==> config.mk <==
export PLATFORM = sky130hd
export DESIGN_NAME = util_fifo_axis_pack_flat
export DESIGN_NICKNAME = d
export VERILOG_FILES = /design/src/rtl/util_fifo_axis_pack_if.sv /design/src/rtl/util_fifo_axis_pack.sv /design/src/flat_wrapper.sv
export SDC_FILE = /design/constraint.sdc
export NUM_CORES = 1
export LEC_CHECK = 0
export BUFFER_PORTS_ARGS = -buffer_cell sky130_fd_sc_hd__buf_2
export CAP_MARGIN = 5
export CORE_ASPECT_RATIO = 0.75
export CORE_MARGIN = 5
export CORE_UTILIZATION = 45
export CTS_CLUSTER_DIAMETER = 80
export DETAILED_ROUTE_END_ITERATION = 7
export GPL_ROUTABILITY_DRIVEN = 0
export PLACE_DENSITY = 0.77
export SLEW_MARGIN = 10
export SYNTH_ARGS = -nofsm -noshare
export SYNTH_HDL_FRONTEND = slang
export SYNTH_SLANG_ARGS = --single-unit
==> constraint.sdc <==
create_clock -name clk -period 2.85 [get_ports clk]
set_input_delay 0.4275 -clock clk [delete_from_list [all_inputs] [get_ports clk]]
set_output_delay 0.4275 -clock clk [all_outputs]
set_load 0.005 [all_outputs]
==> src/rtl/util_fifo_axis_pack_if.sv <==
// Wide AXI-Stream bus carrying packed beats out of util_fifo_axis_pack.
// Carries tkeep only when PACK_FLUSH_EN is defined.
interface util_fifo_axis_pack_if #(
  parameter int unsigned DATA_W = 128
`ifdef PACK_FLUSH_EN
  ,
  parameter int unsigned KEEP_W = 4
`endif
);
  logic [DATA_W-1:0] tdata;
  logic              tvalid;
  logic              tready;
  logic              tlast;
`ifdef PACK_FLUSH_EN
  logic [KEEP_W-1:0] tkeep;

  modport master (output tdata, output tvalid, output tlast, output tkeep, input tready);
  modport slave  (input tdata, input tvalid, input tlast, input tkeep, output tready);
`else
  modport master (output tdata, output tvalid, output tlast, input tready);
  modport slave  (input tdata, input tvalid, input tlast, output tready);
`endif
endinterface

==> src/rtl/util_fifo_axis_pack.sv <==
// Pops narrow FWFT FIFO words, packs RATIO of them per wide AXI-Stream beat, frames PKT_BEATS
// beats per packet. Define PACK_FLUSH_EN to add flush of partial beats with a tkeep mask.
module util_fifo_axis_pack #(
  parameter int unsigned IN_WIDTH  = 32,
  parameter int unsigned RATIO     = 4,
  parameter int unsigned PKT_BEATS = 16
) (
  input  logic                  clk,
  input  logic                  rst_n,
  input  logic [IN_WIDTH-1:0]   i_fifo_dout,
  input  logic                  i_fifo_empty,
  output logic                  o_fifo_rden,
  util_fifo_axis_pack_if.master m_axis,
  output logic                  o_busy
`ifdef PACK_FLUSH_EN
  ,
  input  logic                  i_flush
`endif
);

  localparam int unsigned OUT_W  = IN_WIDTH * RATIO;
  localparam int unsigned ACC_W  = IN_WIDTH * (RATIO - 1);
  localparam int unsigned WIDX_W = $clog2(RATIO);
  localparam int unsigned PKT_W  = (PKT_BEATS > 1) ? $clog2(PKT_BEATS) : 1;
  localparam logic [WIDX_W-1:0] WIDX_LAST = WIDX_W'(RATIO - 1);
  localparam logic [PKT_W-1:0]  PKT_LAST  = PKT_W'(PKT_BEATS - 1);

  // The last word of a beat goes straight into r_tdata, so acc only holds RATIO-1 words.
  logic [ACC_W-1:0]  r_acc,     w_acc_nxt;
  logic [WIDX_W-1:0] r_widx,    w_widx_nxt;
  logic [OUT_W-1:0]  r_tdata,   w_tdata_nxt;
  logic              r_tvalid,  w_tvalid_nxt;
  logic [PKT_W-1:0]  r_pkt_cnt, w_pkt_cnt_nxt;

  logic w_out_free;
  logic w_hs;
  logic w_widx_last;
  logic w_flush_hold;
  logic w_pkt_wrap;

`ifdef PACK_FLUSH_EN
  logic [RATIO-1:0] r_tkeep,      w_tkeep_nxt;
  logic             r_flush_pend, w_flush_pend_nxt;
  logic             r_flush_beat, w_flush_beat_nxt;
  logic [OUT_W-1:0] w_flush_data;
  logic [RATIO-1:0] w_flush_keep;

  assign w_flush_hold = r_flush_pend;
  assign w_pkt_wrap   = (r_pkt_cnt == PKT_LAST) | r_flush_beat;
  assign m_axis.tlast = r_tvalid & ((r_pkt_cnt == PKT_LAST) | r_flush_beat);
  assign m_axis.tkeep = r_tkeep;
`else
  assign w_flush_hold = 1'b0;
  assign w_pkt_wrap   = (r_pkt_cnt == PKT_LAST);
  assign m_axis.tlast = r_tvalid & (r_pkt_cnt == PKT_LAST);
`endif

  assign w_out_free   = ~r_tvalid | m_axis.tready;
  assign w_hs         = r_tvalid & m_axis.tready;
  assign w_widx_last  = (r_widx == WIDX_LAST);
  // The word completing a beat may only be popped when the output register can take it.
  assign o_fifo_rden  = rst_n & ~i_fifo_empty & (~w_widx_last | w_out_free) & ~w_flush_hold;

  assign m_axis.tdata  = r_tdata;
  assign m_axis.tvalid = r_tvalid;
  assign o_busy        = (r_widx != '0) | r_tvalid;

  always_comb begin
    w_acc_nxt     = r_acc;
    w_widx_nxt    = r_widx;
    w_tdata_nxt   = r_tdata;
    w_tvalid_nxt  = r_tvalid;
    w_pkt_cnt_nxt = r_pkt_cnt;
`ifdef PACK_FLUSH_EN
    w_tkeep_nxt      = r_tkeep;
    w_flush_pend_nxt = r_flush_pend;
    w_flush_beat_nxt = r_flush_beat;
    w_flush_data     = '0;
    w_flush_keep     = '0;
    for (int unsigned k = 0; k < RATIO - 1; k++) begin
      if (WIDX_W'(k) < r_widx) begin
        w_flush_data[k*IN_WIDTH +: IN_WIDTH] = r_acc[k*IN_WIDTH +: IN_WIDTH];
        w_flush_keep[k]                      = 1'b1;
      end
    end
`endif

    if (w_hs) begin
      w_tvalid_nxt  = 1'b0;
      w_pkt_cnt_nxt = w_pkt_wrap ? '0 : r_pkt_cnt + PKT_W'(1);
    end

    if (o_fifo_rden) begin
      if (w_widx_last) begin
        w_widx_nxt   = '0;
        w_tdata_nxt  = {i_fifo_dout, r_acc};
        w_tvalid_nxt = 1'b1;
`ifdef PACK_FLUSH_EN
        w_tkeep_nxt      = '1;
        w_flush_beat_nxt = 1'b0;
`endif
      end else begin
        for (int unsigned k = 0; k < RATIO - 1; k++) begin
          if (r_widx == WIDX_W'(k)) w_acc_nxt[k*IN_WIDTH +: IN_WIDTH] = i_fifo_dout;
        end
        w_widx_nxt = r_widx + WIDX_W'(1);
      end
    end

`ifdef PACK_FLUSH_EN
    if (r_flush_pend && w_out_free) begin
      w_tdata_nxt      = w_flush_data;
      w_tkeep_nxt      = w_flush_keep;
      w_tvalid_nxt     = 1'b1;
      w_flush_beat_nxt = 1'b1;
      w_widx_nxt       = '0;
      w_flush_pend_nxt = 1'b0;
    end else if (i_flush && (w_widx_nxt != '0)) begin
      // Judged on the post-pop index so a flush racing a completed beat emits nothing empty.
      w_flush_pend_nxt = 1'b1;
    end
`endif
  end

  always_ff @(posedge clk) begin
    if (!rst_n) begin
      r_acc     <= '0;
      r_widx    <= '0;
      r_tdata   <= '0;
      r_tvalid  <= 1'b0;
      r_pkt_cnt <= '0;
`ifdef PACK_FLUSH_EN
      r_tkeep      <= '0;
      r_flush_pend <= 1'b0;
      r_flush_beat <= 1'b0;
`endif
    end else begin
      r_acc     <= w_acc_nxt;
      r_widx    <= w_widx_nxt;
      r_tdata   <= w_tdata_nxt;
      r_tvalid  <= w_tvalid_nxt;
      r_pkt_cnt <= w_pkt_cnt_nxt;
`ifdef PACK_FLUSH_EN
      r_tkeep      <= w_tkeep_nxt;
      r_flush_pend <= w_flush_pend_nxt;
      r_flush_beat <= w_flush_beat_nxt;
`endif
    end
  end

endmodule

==> src/flat_wrapper.sv <==
// flat-port wrapper written by rule: the top's interface ports become plain ports
module util_fifo_axis_pack_flat 
#(
  parameter int unsigned IN_WIDTH  = 32,
  parameter int unsigned RATIO     = 4,
  parameter int unsigned PKT_BEATS = 16
)
  (clk, rst_n, i_fifo_dout, i_fifo_empty, o_fifo_rden, o_busy, m_axis_tdata, m_axis_tvalid, m_axis_tlast, m_axis_tready);
  util_fifo_axis_pack_if #(.DATA_W((IN_WIDTH * RATIO))) m_axis_i ();
  input  logic clk;
  input  logic rst_n;
  input  logic [IN_WIDTH-1:0] i_fifo_dout;
  input  logic i_fifo_empty;
  output logic o_fifo_rden;
  output logic o_busy;
  output wire logic [$bits(m_axis_i.tdata)-1:0] m_axis_tdata;
  output wire logic [$bits(m_axis_i.tvalid)-1:0] m_axis_tvalid;
  output wire logic [$bits(m_axis_i.tlast)-1:0] m_axis_tlast;
  input wire logic [$bits(m_axis_i.tready)-1:0] m_axis_tready;
  assign m_axis_tdata = m_axis_i.tdata;
  assign m_axis_tvalid = m_axis_i.tvalid;
  assign m_axis_tlast = m_axis_i.tlast;
  assign m_axis_i.tready = m_axis_tready;
  util_fifo_axis_pack #(.IN_WIDTH(IN_WIDTH), .RATIO(RATIO), .PKT_BEATS(PKT_BEATS)) u_core (.clk(clk), .rst_n(rst_n), .i_fifo_dout(i_fifo_dout), .i_fifo_empty(i_fifo_empty), .o_fifo_rden(o_fifo_rden), .m_axis(m_axis_i), .o_busy(o_busy));
endmodule
Word-level counts from Yosys, hierarchy flattened
Index checks and enable logic that the tools add are counted.

cells by class
  $add $sub $neg = 2
  eq/ne operators = 4
  mux-type cells = 5
  bitwise logic cells = 10
  reduce and logical (&&, ||, !) cells = 6

operators by type and width
  kind                                                             count
  3-bit AND reduction                                              3
  4-bit by 1-bit adder with 4-bit output, second input constant    1
  1-bit AND                                                        4
  2-bit == test, second input constant                             2
  4-bit == test, second input constant                             1
  4-bit two-way mux                                                1
  1-bit two-way mux                                                3
  1-bit NOT                                                        3
  1-bit OR                                                         3
  2-bit by 1-bit adder with 2-bit output, second input constant    1
  2-bit by 1-bit == test with 1-bit output, second input constant  1
  2-bit zero test                                                  1
  2-bit two-way mux                                                1
  2-bit AND reduction                                              1
  2-bit nonzero test                                               1

storage, ports and cells
  register bits after elaboration = 231
  input bits = 36
  logic and storage cells = 34

Depth between registers and ports, before layout
Gate-level depths: netlist (run 1).

  depth in word-level cells = 5
  gate-level depth with buffers = 6
  depth with buffers taken out = 4

Worst setup path before layout (run 1)
OpenSTA, ideal clock, no wires.

  path kind = input to register
  from = input rst_n
  to = register u_core.r_tdata[0], in the netlist u_core.m_axis.tdata[0]
  library setup time = 0.072 ns
  arrival time = 1.353 ns
  required time = 2.778 ns
  setup slack = 1.425 ns
  cell stages on the path = 6
  path buffers = 3
  path through = buf_2 and2b_4 nand3_1 buf_4 buf_6 mux2i_1

between the ends
  cells in the longest elaborated chain, start to end = 3

RTL lines
  what                           line                        source
  start, declared                flat_wrapper.sv:11          input logic rst_n;
  1-bit AND (2 in series)        util_fifo_axis_pack.sv:62   assign o_fifo_rden = rst_n & ~i_fifo_empty & (~w_widx_last | w_out_free) & ~w_flush_hold;
  2-bit AND reduction (no line)  --
  end signal, assigned           util_fifo_axis_pack.sv:140  r_tdata <= w_tdata_nxt;
  end, declared                  util_fifo_axis_pack.sv:31   logic [OUT_W-1:0] r_tdata, w_tdata_nxt;

Several ways; a longest one is shown, not always the timed one.
A chain may end at the register's enable or synchronous reset.

Worst setup path in the final report (run 1)
  from = register u_core.r_widx[1]
  to = output o_fifo_rden

between the ends
  cells in the longest elaborated chain, start to end = 4

RTL lines
  what                    line                        source
  start, declared         util_fifo_axis_pack.sv:30   logic [WIDX_W-1:0] r_widx, w_widx_nxt;
  start signal, assigned  util_fifo_axis_pack.sv:139  r_widx <= w_widx_nxt;
  2-bit == test           util_fifo_axis_pack.sv:60   assign w_widx_last = (r_widx == WIDX_LAST);
  1-bit NOT (no line)     --
  1-bit OR                util_fifo_axis_pack.sv:62
  1-bit AND               util_fifo_axis_pack.sv:62
  end, declared           flat_wrapper.sv:14          output logic o_fifo_rden;

Every way passes these cells.

==> impl_metrics.env, run 1 <==
export IMPL_wl_um=17800
export IMPL_rows=43
export IMPL_synth_top_area_cell="dfxtp_1"
export IMPL_htreeDepth=1
export IMPL_synth_top_family_by_area="multiplexers"
export IMPL_die_x_um=169
export IMPL_slew_viol_final=0
export IMPL_worstSkewPairLatency_ns=0.50
export IMPL_leakagePower_nw=4.98
export IMPL_hold_violations=0
export IMPL_synth_warnings=0
export IMPL_drtIter0Drc=297
export IMPL_via_per_inst=4.86
export IMPL_syn_avg_cell_area_um2=10.5
export IMPL_ctsLongestPathBuffers=3
export IMPL_crit_fanout=5
export IMPL_yosysUniqueCellTypes=26
export IMPL_post_place_cells=1176
export IMPL_ys_seq_area_frac=0.544
export IMPL_area_growth_pct=18.9
export IMPL_drv_cap=0
export IMPL_syn_num_nets=848
export IMPL_skew_ns=0.0104
export IMPL_ios=168
export IMPL_seq_power_share=0.519
export IMPL_synth_fa_ha_area_frac=0.00736
export IMPL_worstMarginPinSlew_ns=0.728
export IMPL_crit_required_ns=2.42
export IMPL_dieArea_mm2=0.0218
export IMPL_synth_seq_cells=231
export IMPL_power_density_mw_per_mm2=630
export IMPL_rsz0062_at_grt="false"
export IMPL_cts_inserted_buffers=22
export IMPL_hpwl_um=11800
export IMPL_comb_power_share=0.046
export IMPL_stdcell_count=1214
export IMPL_end_kind="output pin"
export IMPL_cts_hold_buf=0
export IMPL_p_clk_frac=0.435
export IMPL_yosysMostFrequentCell="nand2_1"
export IMPL_cp_start_kind="flip-flop"
export IMPL_post_route_min_period_ns=2.09
export IMPL_grt_pass1_wl_um=29000
export IMPL_drive_gt1_frac=0.221
export IMPL_cts_resized=0
export IMPL_post_route_period_util=0.734
export IMPL_die_h_um=129
export IMPL_setup_violations_final=0
export IMPL_synthMuxAreaShare=0.264
export IMPL_ant_nets=0
export IMPL_vias=5904
export IMPL_max_freq_mhz=478
export IMPL_fin_tns_setup_ns=0
export IMPL_post_cts_setup_buffers=0
export IMPL_switchingPower_mw=1.36
export IMPL_antenna_found_initial=1
export IMPL_synthSimpleGateAreaFrac=0.129
export IMPL_nets=994
export IMPL_syn_inst=807
export IMPL_p_int_mw=5.00
export IMPL_port_buffers=167
export IMPL_synth_commonest_cells="261 x nand2_1, 231 x dfxtp_1, 224 x mux2i_1"
export IMPL_synth_top_flop_cell="dfxtp_1"
export IMPL_antenna_cells=0
export IMPL_ir_drop_v=0.000364
export IMPL_coreArea_mm2=0.0185
export IMPL_grtUsageTotal=0.159
export IMPL_grt_overflow=0
export IMPL_syn_cell_area_mm2=0.00849
export IMPL_wl_per_cell_um=14.7
export IMPL_drt_pass1_iterations=4
export IMPL_drc=0
export IMPL_grt_max_degree=158
export IMPL_yosysTopAreaCellShare=0.544
export IMPL_root_buffer="clkbuf_16"
export IMPL_critical_path_class="reg -> out"
export IMPL_first_global_vias=5711
export IMPL_synthArstFlopShare=0
export IMPL_cts_tree="built"
export IMPL_status="finished clean"
export IMPL_switching_share=0.214
export IMPL_start_util=0.459
export IMPL_cts_sinks=231
export IMPL_slew_limit_headroom=0.515
export IMPL_synth_edf_count=0
export IMPL_synth_compound_area_frac=0.00707
export IMPL_synthXorXnorAreaFrac=0.00103
export IMPL_crit_arrival_ns=1.66
export IMPL_synth_area_leaders="dfxtp_1 54%, mux2i_1 26%, nand2_1 12%"
export IMPL_path_clk_slew_ns=0.06
export IMPL_hp_class="in -> reg"
sequential cells by signal (all words and copies together), names as in the netlist:
name	count
u_core.r_pkt_cnt	4
u_core.m_axis.tvalid	1
u_core.r_widx	2
u_core.m_axis.tdata	128
u_core.r_acc	96
final cells by class:
class,count,area [um^2]
inverters,2,7.51
clock buffers,35,671
well taps,247,309
repair buffers,178,990
clock inverters,3,15.0
multi-input cells,518,3480
fillers,1646,8410
flip-flops and latches,231,4620
power by group through the flow:
stage               combinational (mW)  sequential [mW]  clock [mW]
floorplan                        0.221             3.37           0
global placement                 0.293             3.37           0
detailed placement               0.295             3.37           0
CTS                              0.297             3.30        2.83
global route                     0.326             3.30        2.98
finish                           0.293             3.30        2.76
kinds of logic (layout without fill, tap and decap cells):
group,Yosys count,after routing
muxes,224,224
DFF,231,231
buffers and inverters,58,218
and+or+nand+nor,279,279
adders and majority gates,5,5
AOI/OAI and AO/OA,9,9
xor gates and xnor gates,1,1
critical path, cell delays in order, from the launching register on:
cell and delay, ns:
dfxtp_1 0.39, ha_1 0.26, nand3b_1 0.17, and2_1 0.22, buf_2 0.14
stage by stage:
step / power, mW / utilization / hold slack, ns / setup WS, ns / cell area (um^2)
2_1_floorplan: 3.59 / - / 0.442 / 1.43 / 8490
3_3_place_gp: 3.66 / 0.509 / 0.442 / 0.837 / 9410
3_5_place_dp: 3.67 / 0.509 / 0.449 / 0.789 / 9410
4_1_cts: 6.43 / 0.546 / 0.241 / 0.740 / 10100
5_1_grt: 6.62 / 0.546 / 0.274 / 0.647 / 10100
6_report: 6.36 / 0.546 / 0.256 / 0.759 / 10100
routing by layer:
metal / vias up / wire [um] / GRT usage
met5: - / 11 / 0
met4: 2 / 282 / 0.0320
met3: 24 / 1210 / 0.0473
met2: 130 / 7630 / 0.247
met1: 2795 / 8660 / 0.223
li1: 2953 / - / -
worst paths after layout:
check	to	from	slack [ns]	cells past startpoint
setup / recovery	o_fifo_rden	u_core.r_widx[1]	0.76	4
hold / removal	u_core.r_widx[0]	i_fifo_empty	0.26	4
setup reg to reg	u_core.r_acc[24]	u_core.r_widx[1]	0.96	5
hold reg to reg	u_core.m_axis.tdata[102]	u_core.m_axis.tdata[102]	0.46	2
layout by cell type (no fill, tap or decap):
cell type and count:
nand4b_1 1, clkbuf_1 7, nand2b_1 2, a21oi_1 1, clkinv_2 3, o21ai_0 3
and3_2 3, nand3_1 5, nand3b_1 1, o211ai_1 1, and2_1 2, nand2_1 261
nor2_1 1, buf_2 166, ha_1 5, xnor2_1 1, nand3_4 1, inv_1 2
a311o_1 1, clkbuf_16 23, mux2i_1 224, and2b_4 1, and4_1 1, clkbuf_8 6
buf_12 5, dfxtp_1 231, buf_4 6, a21boi_0 2, a21boi_1 1
Power figures use the tool's default switching activity.
==> run 2, diff against run 1 <==
--- a/config.mk
+++ b/config.mk
@@ -13,7 +13,7 @@
 export CTS_CLUSTER_DIAMETER = 80
 export DETAILED_ROUTE_END_ITERATION = 7
 export GPL_ROUTABILITY_DRIVEN = 0
-export PLACE_DENSITY = 0.77
+export PLACE_DENSITY = 0.8
 export SLEW_MARGIN = 10
 export SYNTH_ARGS = -nofsm -noshare
 export SYNTH_HDL_FRONTEND = slang
==> constraint.sdc (replaced) <==
create_clock -name clk -period 1.68 [get_ports clk]
set_input_delay 0.252 -clock clk [delete_from_list [all_inputs] [get_ports clk]]
set_output_delay 0.252 -clock clk [all_outputs]
set_load 0.005 [all_outputs]
==> impl_metrics.env, run 2 (synthesis results as in run 1) <==
export IMPL_pre_cts_slack_ns=0.0831
export IMPL_drv_cap=0
export IMPL_crit_chain="ha_4 -> nand3b_1 -> and2_4 -> buf_2"
export IMPL_hold_violations=0
export IMPL_cts_sinks=231
export IMPL_setup_violations_final=0
export IMPL_die_x_um=169
export IMPL_crit_required_ns=1.43
export IMPL_wl_met1_um=8460
export IMPL_ant_nets=0
export IMPL_slew_limit_headroom=0.587
export IMPL_crit_arrival_ns=1.38
export IMPL_max_freq_mhz=612
export IMPL_fin_util=0.557
export IMPL_ios=168
export IMPL_dr_wl_met3_um=1340
export IMPL_critical_path_class="reg -> out"
export IMPL_post_route_period_util=0.973
export IMPL_slew_viol_final=0
export IMPL_grt_pass1_wl_um=29100
export IMPL_ir_drop_v=0.000579
export IMPL_cts_tree="built"
export IMPL_fin_tns_setup_ns=0
export IMPL_status="finished clean"
export IMPL_setup_slack_ns=0.0455
export IMPL_area_growth_pct=21.5
export IMPL_top_layer_used="met5"
export IMPL_die_h_um=129
export IMPL_comb_power_share=0.051
export IMPL_worstMarginPinSlew_ns=0.620
export IMPL_hpwl_um=11700
export IMPL_switching_share=0.215
export IMPL_grtUsageTotal=0.160
export IMPL_post_route_min_period_ns=1.63
export IMPL_rsz0062_at_grt="false"
export IMPL_rows=43
export IMPL_htreeDepth=1
export IMPL_wl_met2_um=7730
export IMPL_leakagePower_nw=5.08
export IMPL_grt_overflow=0
export IMPL_p_int_mw=8.47
export IMPL_dieArea_mm2=0.0218
export IMPL_drive_gt1_frac=0.241
export IMPL_hold_slack_ns=0.0839
export IMPL_cts_inserted_buffers=22
export IMPL_grt_max_degree=104
export IMPL_root_buffer="clkbuf_16"
export IMPL_via_per_inst=4.82
export IMPL_drc=0
export IMPL_switchingPower_mw=2.31
export IMPL_antenna_found_initial=1
export IMPL_final_cell_mix="261 x nand2_1, 226 x dfxtp_1, 224 x mux2i_1"
export IMPL_crit_fanout=3
export IMPL_end_kind="output pin"
export IMPL_slowest_stage="dfxtp_4"
export IMPL_cts_hold_buf=0
export IMPL_hp_class="in -> reg"
export IMPL_wl_um=17700
export IMPL_vias=5903
export IMPL_ctsLongestPathBuffers=3
export IMPL_stdcell_count=1225
export IMPL_power_density_mw_per_mm2=1040
export IMPL_worstSkewPairLatency_ns=0.49
export IMPL_p_clk_frac=0.429
export IMPL_largest_reg_flops=128
export IMPL_start_util=0.459
export IMPL_drt_pass1_iterations=4
export IMPL_nets=1005
export IMPL_coreArea_mm2=0.0185
export IMPL_port_buffers=167
export IMPL_seq_power_share=0.520
export IMPL_path_clk_slew_ns=0.06
export IMPL_cp_top_family="flip-flops"
export IMPL_cp_start_kind="flip-flop"
export IMPL_drtIter0Drc=304
export IMPL_cpPeakStageDelay_ns=0.37
export IMPL_skew_ns=0.00770
export IMPL_wl_per_cell_um=14.5
export IMPL_final_common_cell="nand2_1"
export IMPL_path_buf_inv=1
export IMPL_post_place_cells=1180
export IMPL_first_global_vias=5735
export IMPL_antenna_cells=0
-- run 2: changes by cell type in the layout (fill, tap and decap cells not counted), moves of 3 or more --
| cell | delta |
|---|---|
| buf_12 | +8 |
| dfxtp_1 | -5 |
| buf_4 | +3 |
| clkbuf_1 | -3 |
| clkinv_2 | +3 |
| dfxtp_4 | +3 |
-- run 2: tightest hold or removal path, cell delays in order --
cell      delay, ns
buf_2          0.14
nand3_1        0.08
a21boi_0       0.07
-- run 2: worst paths after layout --
kind	slack (ns)	from	endpoint	depth (start not counted)
worst min-delay path	0.08	m_axis_tready	u_core.r_pkt_cnt[1]	3
worst min register to register	0.45	u_core.m_axis.tdata[103]	u_core.m_axis.tdata[103]	2
worst max register to register	0.09	u_core.r_widx[1]	u_core.r_acc[68]	6
worst max-delay path	0.05	u_core.r_widx[0]	o_fifo_rden	4
-- run 2: metal layers --
| layer | global-route usage | vias up |
|---|---|---|
| met2 | 0.251 | 136 |
| met4 | 0.0329 | 2 |
| met1 | 0.219 | 2768 |
| met5 | 0 | - |
| li1 | - | 2978 |
| met3 | 0.0494 | 19 |
-- run 2: final cells by class --
type	instances	area, um^2
Timing Repair Buffer	189	1170
Fill cell	1592	8190
Multi-Input combinational cell	518	3510
Tap cell	247	309
Clock inverter	7	37.5
Inverter	2	7.51
Sequential cell	231	4640
Clock buffer	31	646
-- run 2: metrics by stage --
stage          power [mW]  cell area (um^2)
2_1_floorplan        6.09              8490
3_3_place_gp         6.24              9540
3_5_place_dp         6.25              9540
4_1_cts              10.9             10300
5_1_grt              11.2             10300
6_report             10.8             10300
-- run 2: timing repair --
action / CTS / global route
setup endpoints to repair: 2 / 2
buffers inserted: 5 / 2
pin swaps: 2 / 2
gates resized for setup: 12 / 1
-- run 2: power groups by stage --
| stage | clock [mW] | combinational [mW] | sequential, mW |
|---|---|---|---|
| 2_1_floorplan | 0 | 0.375 | 5.72 |
| 3_3_place_gp | 0 | 0.522 | 5.72 |
| 3_5_place_dp | 0 | 0.530 | 5.72 |
| 4_1_cts | 4.77 | 0.547 | 5.60 |
| 5_1_grt | 5.00 | 0.609 | 5.61 |
| 6_report | 4.63 | 0.552 | 5.60 |
